## config.mk

```make
export PLATFORM = sky130hd
export DESIGN_NAME = branch_predictor_btb
export DESIGN_NICKNAME = d
export VERILOG_FILES = /design/src/rtl/branch_predictor_btb.sv
export SDC_FILE = /design/constraint.sdc
export NUM_CORES = 2
export LEC_CHECK = 0
export CORE_MARGIN = 4
export CORE_UTILIZATION = 62
export CTS_CLUSTER_DIAMETER = 150
export DETAILED_ROUTE_END_ITERATION = 7
export DONT_BUFFER_PORTS = 1
export PLACE_DENSITY = 0.84
export SLEW_MARGIN = 5
export SYNTH_ARGS = -nofsm -noshare
export SYNTH_HDL_FRONTEND = slang
export SYNTH_SLANG_ARGS = --single-unit
```

## constraint.sdc

```tcl
create_clock -name clk -period 5.65 [get_ports clk]
set_input_delay 0.565 -clock clk [delete_from_list [all_inputs] [get_ports clk]]
set_output_delay 0.565 -clock clk [all_outputs]
set_load 0.01 [all_outputs]
```

## src/rtl/branch_predictor_btb.sv

```systemverilog
// rtl/branch_predictor_btb.sv - direct-mapped BTB with saturating direction counters
// Fetch lookup is combinational; execute-stage resolution updates the table at the clock edge.
module branch_predictor_btb #(
  parameter int ENTRIES    = 16,
  parameter int ADDR_WIDTH = 32,
  parameter int CTR_BITS   = 2,
  parameter int CNT_WIDTH  = 32
) (
  input  logic                  clk,
  input  logic                  rst,
  input  logic [ADDR_WIDTH-1:0] pc_f,
  output logic                  pred_taken_f,
  output logic [ADDR_WIDTH-1:0] pred_target_f,
  input  logic                  upd_valid_e,
  input  logic [ADDR_WIDTH-1:0] upd_pc_e,
  input  logic                  upd_taken_e,
  input  logic [ADDR_WIDTH-1:0] upd_target_e,
  input  logic                  upd_is_jump_e,
  input  logic                  upd_pred_taken_e,
  input  logic [ADDR_WIDTH-1:0] upd_pred_target_e,
  input  logic                  invalidate,
  output logic                  mispredict_e,
  output logic [ADDR_WIDTH-1:0] redirect_pc_e,
  output logic [CNT_WIDTH-1:0]  branch_count,
  output logic [CNT_WIDTH-1:0]  mispredict_count
);

  if ((ENTRIES < 2) || ((ENTRIES & (ENTRIES - 1)) != 0)) begin : g_bad_entries
    $error("branch_predictor_btb: ENTRIES must be a power of two >= 2");
  end
  if (CTR_BITS < 2) begin : g_bad_ctr
    $error("branch_predictor_btb: CTR_BITS must be >= 2");
  end

  localparam int IDX   = $clog2(ENTRIES);
  localparam int TAG_W = ADDR_WIDTH - IDX - 2;
  localparam logic [CTR_BITS-1:0] CTR_MAX  = {CTR_BITS{1'b1}};
  localparam logic [CTR_BITS-1:0] CTR_WEAK = CTR_BITS'(1) << (CTR_BITS - 1);

  logic [ENTRIES-1:0]    valid_q, valid_d;
  logic [TAG_W-1:0]      tag_q    [ENTRIES];
  logic [TAG_W-1:0]      tag_d    [ENTRIES];
  logic [ADDR_WIDTH-1:0] target_q [ENTRIES];
  logic [ADDR_WIDTH-1:0] target_d [ENTRIES];
  logic [CTR_BITS-1:0]   ctr_q    [ENTRIES];
  logic [CTR_BITS-1:0]   ctr_d    [ENTRIES];
  logic [CNT_WIDTH-1:0]  branch_count_q, branch_count_d;
  logic [CNT_WIDTH-1:0]  mispredict_count_q, mispredict_count_d;

  logic [IDX-1:0]   idx_f, idx_e;
  logic [TAG_W-1:0] tag_f, tag_e;
  logic             hit_f, hit_e;
  logic             unused_pc_lsbs;

  assign idx_f = pc_f[IDX+1:2];
  assign tag_f = pc_f[ADDR_WIDTH-1:IDX+2];
  assign idx_e = upd_pc_e[IDX+1:2];
  assign tag_e = upd_pc_e[ADDR_WIDTH-1:IDX+2];
  assign unused_pc_lsbs = ^{pc_f[1:0], upd_pc_e[1:0]};

  // Lookup reads registered state only, so a same-cycle update is not bypassed.
  assign hit_f         = valid_q[idx_f] && (tag_q[idx_f] == tag_f);
  assign pred_taken_f  = hit_f && ctr_q[idx_f][CTR_BITS-1];
  assign pred_target_f = pred_taken_f ? target_q[idx_f] : pc_f + ADDR_WIDTH'(4);

  assign hit_e         = valid_q[idx_e] && (tag_q[idx_e] == tag_e);
  assign mispredict_e  = upd_valid_e &&
                         ((upd_pred_taken_e != upd_taken_e) ||
                          (upd_taken_e && (upd_pred_target_e != upd_target_e)));
  assign redirect_pc_e = upd_taken_e ? upd_target_e : upd_pc_e + ADDR_WIDTH'(4);

  always_comb begin
    valid_d  = valid_q;
    tag_d    = tag_q;
    target_d = target_q;
    ctr_d    = ctr_q;
    if (upd_valid_e) begin
      if (hit_e) begin
        if (upd_is_jump_e) begin
          ctr_d[idx_e]    = CTR_MAX;
          target_d[idx_e] = upd_target_e;
        end else if (upd_taken_e) begin
          if (ctr_q[idx_e] != CTR_MAX) ctr_d[idx_e] = ctr_q[idx_e] + CTR_BITS'(1);
          target_d[idx_e] = upd_target_e;
        end else if (ctr_q[idx_e] != '0) begin
          ctr_d[idx_e] = ctr_q[idx_e] - CTR_BITS'(1);
        end
      end else if (upd_taken_e) begin
        valid_d[idx_e]  = 1'b1;
        tag_d[idx_e]    = tag_e;
        target_d[idx_e] = upd_target_e;
        ctr_d[idx_e]    = upd_is_jump_e ? CTR_MAX : CTR_WEAK;
      end
    end
    if (invalidate) valid_d = '0;
  end

  always_comb begin
    branch_count_d     = branch_count_q;
    mispredict_count_d = mispredict_count_q;
    if (upd_valid_e && (branch_count_q != '1))
      branch_count_d = branch_count_q + CNT_WIDTH'(1);
    if (mispredict_e && (mispredict_count_q != '1))
      mispredict_count_d = mispredict_count_q + CNT_WIDTH'(1);
  end

  always_ff @(posedge clk or posedge rst) begin
    if (rst) begin
      valid_q            <= '0;
      branch_count_q     <= '0;
      mispredict_count_q <= '0;
    end else begin
      valid_q            <= valid_d;
      branch_count_q     <= branch_count_d;
      mispredict_count_q <= mispredict_count_d;
    end
  end

  // Payload fields are qualified by valid, so they carry no reset.
  always_ff @(posedge clk) begin
    tag_q    <= tag_d;
    target_q <= target_d;
    ctr_q    <= ctr_d;
  end

  assign branch_count     = branch_count_q;
  assign mispredict_count = mispredict_count_q;

endmodule

```

Yosys cells after proc, flatten, opt, wreduce, memory -nomap -nowiden:

Cells that the tools add are included.

* bits in read-only memories: 0
* flip-flop bits (word level): 1040
* word-level logic and storage cells: 143
* latch bits: 0
* output and inout bits: 130
* memories kept: 0
* RAM bits: 0

* muxes and demuxes: 48
* bitwise logic cells: 5
* eq/ne operators: 9
* order comparisons: 6
* shift-type cells: 0
* reductions and logical operators: 18
* add/subtract/negate cells: 6
* multipliers: 0
* div/mod/pow operators: 0

Operator list (number)
* 512-bit two-way mux: 3
* 512-bit bitwise mux: 1
* 416-bit bitwise mux: 1
* 32-bit two-way mux: 11
* 26-bit binary-select mux with 4-bit select: 2
* 26-bit two-way mux: 5
* 32-bit binary-select mux with 4-bit select: 1
* 32-bit demux with 4-bit select: 1
* 26-bit demux with 4-bit select: 1
* 32-bit bitwise mux: 3
* 32-bit by 1-bit adder with 32-bit output (second input constant): 2
* 32-bit by 3-bit adder with 32-bit output (second input constant): 2
* 16-bit two-way mux: 4
* 32-bit inequality test (second input constant): 2
* 26-bit == test: 2
* 32-bit inequality test: 1
* 32-bit bitwise OR: 1
* 2-bit binary-select mux with 4-bit select: 2
* 16-bit bitwise OR: 1
* 5-bit greater-or-equal comparator (second input constant): 2
* 4-bit by 5-bit less-than comparator with 1-bit output (second input constant): 2
* 2-bit two-way mux: 5
* 4-bit NOT with 5-bit output: 2
* 1-bit logical AND: 9
* 17 further kinds: 26

Logic depth before layout (Yosys ltp):

* word-level depth: 10
* depth in mapped cells: 17

Worst setup path after synthesis:

No wires, ideal clock.

* path kind: in2reg
* from: input port upd_pc_e[3]
* to: register tag_q[0] (netlist bit), enable pin
* library setup time: 0.409 ns
* buffers on the path: 5
* cell stages on the path: 13
* path slack: 1.209 ns
* arrival time: 4.033 ns
* path through: buf_4 > buf_6 > buf_2 > buf_2 > mux4_2 > mux2i_1 > xnor2_1 > nor2_1 > o211ai_1 > nor4_4 > nand3b_1 > buf_2 > nor2_1

* cells in the longest elaborated chain, start to end: 8
* elaborated cells between the ends (all ways): 10

RTL lines
* start, declared: line 15 `input logic [ADDR_WIDTH-1:0] upd_pc_e,`
* 4-bit NOT with 5-bit output (implied by the code): line 66 `assign hit_e = valid_q[idx_e] && (tag_q[idx_e] == tag_e);`
* 26-bit binary-select mux with 4-bit select: line 66
* 26-bit two-way mux (implied by the code) (2 in a row): line 66
* 26-bit == test: line 66
* 1-bit logical AND *: line 66
* 1-bit NOT (no line) *
* 3-bit AND reduction (no line) *
* end signal, assigned: line 121 `tag_q <= tag_d;`
* end, declared: line 41 `logic [TAG_W-1:0] tag_q [ENTRIES];`

Mark *: on every way between the ends. The rest lies on a longest branch, timed or not. The select of a mux whose other input is x is not followed.
A chain may end at the register's enable or synchronous reset.

Final worst setup path:

* from: input port pc_f[2]
* to: output port pred_target_f[12]

* cells in the longest elaborated chain, start to end: 8
* elaborated cells between the ends (all ways): 17

RTL lines
* start, declared: line 11 `input logic [ADDR_WIDTH-1:0] pc_f,`
* 4-bit NOT with 5-bit output (implied by the code): line 62, 63
* 26-bit binary-select mux with 4-bit select: line 62 `assign hit_f = valid_q[idx_f] && (tag_q[idx_f] == tag_f);`
* 26-bit two-way mux (implied by the code) (2 in a row): line 62
* 26-bit == test: line 62
* 1-bit logical AND: line 62
* 1-bit logical AND *: line 63 `assign pred_taken_f = hit_f && ctr_q[idx_f][CTR_BITS-1];`
* via pred_taken_f: line 12 `output logic pred_taken_f,`
* 32-bit two-way mux *: line 64 `assign pred_target_f = pred_taken_f ? target_q[idx_f] : pc_f + ADDR_WIDTH'(4);`
* end, declared: line 13 `output logic [ADDR_WIDTH-1:0] pred_target_f,`

The timed path passes the listed nets; every way through them passes the cells marked *. The select of a mux whose other input is x is not followed.

==> results.cfg <==
[grt]
met1_usage_pct = 43.32
grt.busiest_layer = met2
met3_usage_pct = 9.517
antenna_found_initial = 5
gr-usage-met2_pct = 50.13
grt_pass1_vias = 33050
track_usage_pct = 32.27
grt_pass1_wl_um = 216400
grt_max_degree = 532
gr-total-overflow = 0

[routing]
via_per_inst = 7.316
routed_wl_um = 147300
postRouteAntennaNets = 0
vias = 32520
wire_per_inst_um = 33.14
firstDrtPassIters = 8
drc = 3
drtIter0Drc = 4768

[floorplan]
die_area_um2 = 91080
core-area_um2 = 85410
rows = 107
ios = 265
die_x_um = 301.8
die_h_um = 301.8
start_util_pct = 62.65

[final_layout]
nFillCells = 5479
ff_latch_area_um2 = 30830
area_growth_pct = 8.611
drive_gt1_share_pct = 33.86
nets = 3354
final_util_pct = 68.05
multiInputGateArea_um2 = 21560

[timing]
max_freq_ghz = 0.1823
fin_skew_ns = 0.04296
min_period_ns = 5.486
setup_slack_ns = 0.1637
worst_pin_slew_ns = 1.517
hold_viol_final = 0
rsz0062_at_grt = no
tns_ns = 0
slew_viol_final = 24
relSlewSlack_pct = -1.137
setup_viol = 0
fin_crit_sh_pct = 97.10

[synth]
ys.flop_type = edfxtp_1
yosysSeqAreaShare_pct = 57.61
yosys-top-cells-count = edfxtp_1, mux2_2, mux4_2
post_synth.cell_area_avg_um2 = 16.22
yosysMostFrequentCell = edfxtp_1
synth.largest_area_cell = edfxtp_1
synth_area_leaders = edfxtp_1, mux4_2, mux2_2
synth_cell_type_count = 60
synth_top_area_share_pct = 53.87
synth_area_um2 = 53520
async_flop_share_pct = 7.692
synth-edff-count = 960
ys_warn_count = 0
netlist_instances = 3299
synth_nets = 3443
synth_seq_cells = 1040

[clocking]
cts_made_buffers = 107
cts_sinks = 1040
htreeDepth = 3
clk_pin_slew_worst_paths_ns = 0.06
clk_latency_ns = 0.69
cts_root_buffer = clkbuf_16
clockBufferDepth = 3
cts_setup_buffers = 0
cts_tree = yes

[run]
drv_cap = 0

[power]
p_per_area_nw_per_um2 = 299.6
fin_total_pwr_uw = 17410
p_leak_uw = 0.01951
ir_drop_mv = 0.2673

[placed_design]
io_buffers = 0
dp_hpwl_um = 88140
gp_congestion = 0.9424
pre_cts_slack_ns = 1.022

[worst_setup_path]
path_cells = mux4_2 -> mux4_2 -> xnor2_1 -> nand3_1 -> or3_1 -> nor4_4 -> buf_12 -> mux2_1
cp.required_ns = 5.09
cp_max_fo = 252
critPathBufInv = 1
critPathArrivalTime_ns = 4.92
crit_family = multiplexers
critPathSlowestCell = mux4_2
worstSetupPathType = in2out
cpPeakStageDelay_ns = 0.91
crit_path_end_kind = output pin
cp-start-kind = input pin
path_common_cell = mux4_2

[outcome]
outcome = finished with violations
violations = design-rule violations, max-slew violations

[min_path]
hp-class = in2async
==> sequential cells by signal, indices dropped and copies added (netlist names) <==
signal,flops
valid_q,16
mispredict_count,32
branch_count,32
ctr_q,32
target_q,512
tag_q,416
==> cell families (layout without fill, tap and decap cells) <==
| group | count (synthesis) | in the layout | synth area share, % |
|---|---|---|---|
| other | 0 | 2 | 0 |
| XOR/XNOR | 208 | 208 | 3.404 |
| AO/OA/AOI/OAI | 242 | 242 | 3.014 |
| flip-flops | 1040 | 1040 | 57.61 |
| multiplexers | 1002 | 1002 | 28.74 |
| buffers and inverters | 310 | 310 | 2.593 |
| adder cells (fa/ha/maj) | 9 | 9 | 0.2104 |
| AND/OR/NAND/NOR | 488 | 488 | 4.433 |
==> cell type report <==
type                            count  share of cell area (%)
Sequential cell                  1040                   53.04
Antenna cell                        2                0.008610
Multi-Input combinational cell   1949                   37.09
Inverter                           29                  0.1894
Timing Repair Buffer               83                   1.317
Clock buffer                      126                   4.747
Clock inverter                     72                   1.147
Tap cell                         1144                   2.463
==> placed cells by master (no fill, tap or decap), types with 17 or more instances in the layout <==
cell type | Yosys | layout
edfxtp_1 | 960 | 960
clkinv_2 | 0 | 26
mux2i_1 | 101 | 101
buf_4 | 19 | 50
inv_1 | 27 | 26
mux2_2 | 491 | 491
mux2_1 | 35 | 35
o21ai_0 | 74 | 74
nand3_1 | 67 | 67
dlygate4sd3_1 | 0 | 27
dfrtp_1 | 80 | 80
and2_1 | 24 | 24
xor2_1 | 77 | 77
clkinv_1 | 2 | 27
nand2_1 | 151 | 151
clkbuf_1 | 122 | 18
xnor2_1 | 131 | 131
mux4_2 | 375 | 375
nand2b_1 | 19 | 19
nand4_1 | 35 | 35
and3_1 | 24 | 24
nor2_1 | 110 | 94
clkbuf_16 | 0 | 107
o221ai_1 | 17 | 17
a21oi_1 | 37 | 37
==> per-layer routing <==
metal | vias to the layer above | wire length [um]
met5 | - | 29
met4 | 4 | 7217
met3 | 456 | 20250
met2 | 2353 | 68290
met1 | 16710 | 51510
li1 | 13000 | -
==> power breakdown <==
| group | leakage (uW) | switching (uW) | internal (uW) |
|---|---|---|---|
| registers | 0.0101 | 233 | 8800 |
| logic | 0.00769 | 649 | 786 |
| clock network | 0.00168 | 3000 | 3950 |
==> metrics by stage <==
stage | hold slack, ns | instances | cell area, um^2
3_5_place_dp | 0.5031 | 4218 | 54420
5_1_grt | 0.06085 | 4443 | 58120
6_report | 0.06437 | 4445 | 58120
2_1_floorplan | 0.4715 | 3299 | 53520
4_1_cts | 0.03952 | 4443 | 58120
3_3_place_gp | 0.4910 | 4218 | 54420
==> worst register-to-register path, stage by stage (launching register included) <==
cell and delay (ns):
edfxtp_1 0.43, mux4_2 0.51, mux2i_1 0.24, xor2_1 0.17, o211ai_1 0.12, o22ai_1 0.39
o211ai_1 0.44, nor4_4 0.38, buf_12 0.35, o21ai_4 0.13, buf_4 0.38, mux2_2 0.41
==> what timing repair did <==
action,CTS,global route
setup endpoints to repair,0,0
endpoints found under the hold margin,432,0
resized for setup,0,0
hold buffers,27,0
==> worst paths after layout <==
| path | slack, ns | cells after the start | start | endpoint |
|---|---|---|---|---|
| setup / recovery | 0.16 | 8 | pc_f[2] | pred_target_f[12] |
| hold / removal | 0.06 | 2 | rst | mispredict_count[1] |
| setup reg to reg | 1.40 | 11 | tag_q[27] | target_q[25] |
| hold reg to reg | 0.52 | 2 | valid_q[13] | valid_q[13] |
| max in group asynchronous | 4.88 | 2 | rst | branch_count[24] |
| min in group clk | 0.06 | 2 | invalidate | valid_q[2] |
No activity file was read; power rests on OpenSTA's default activity.
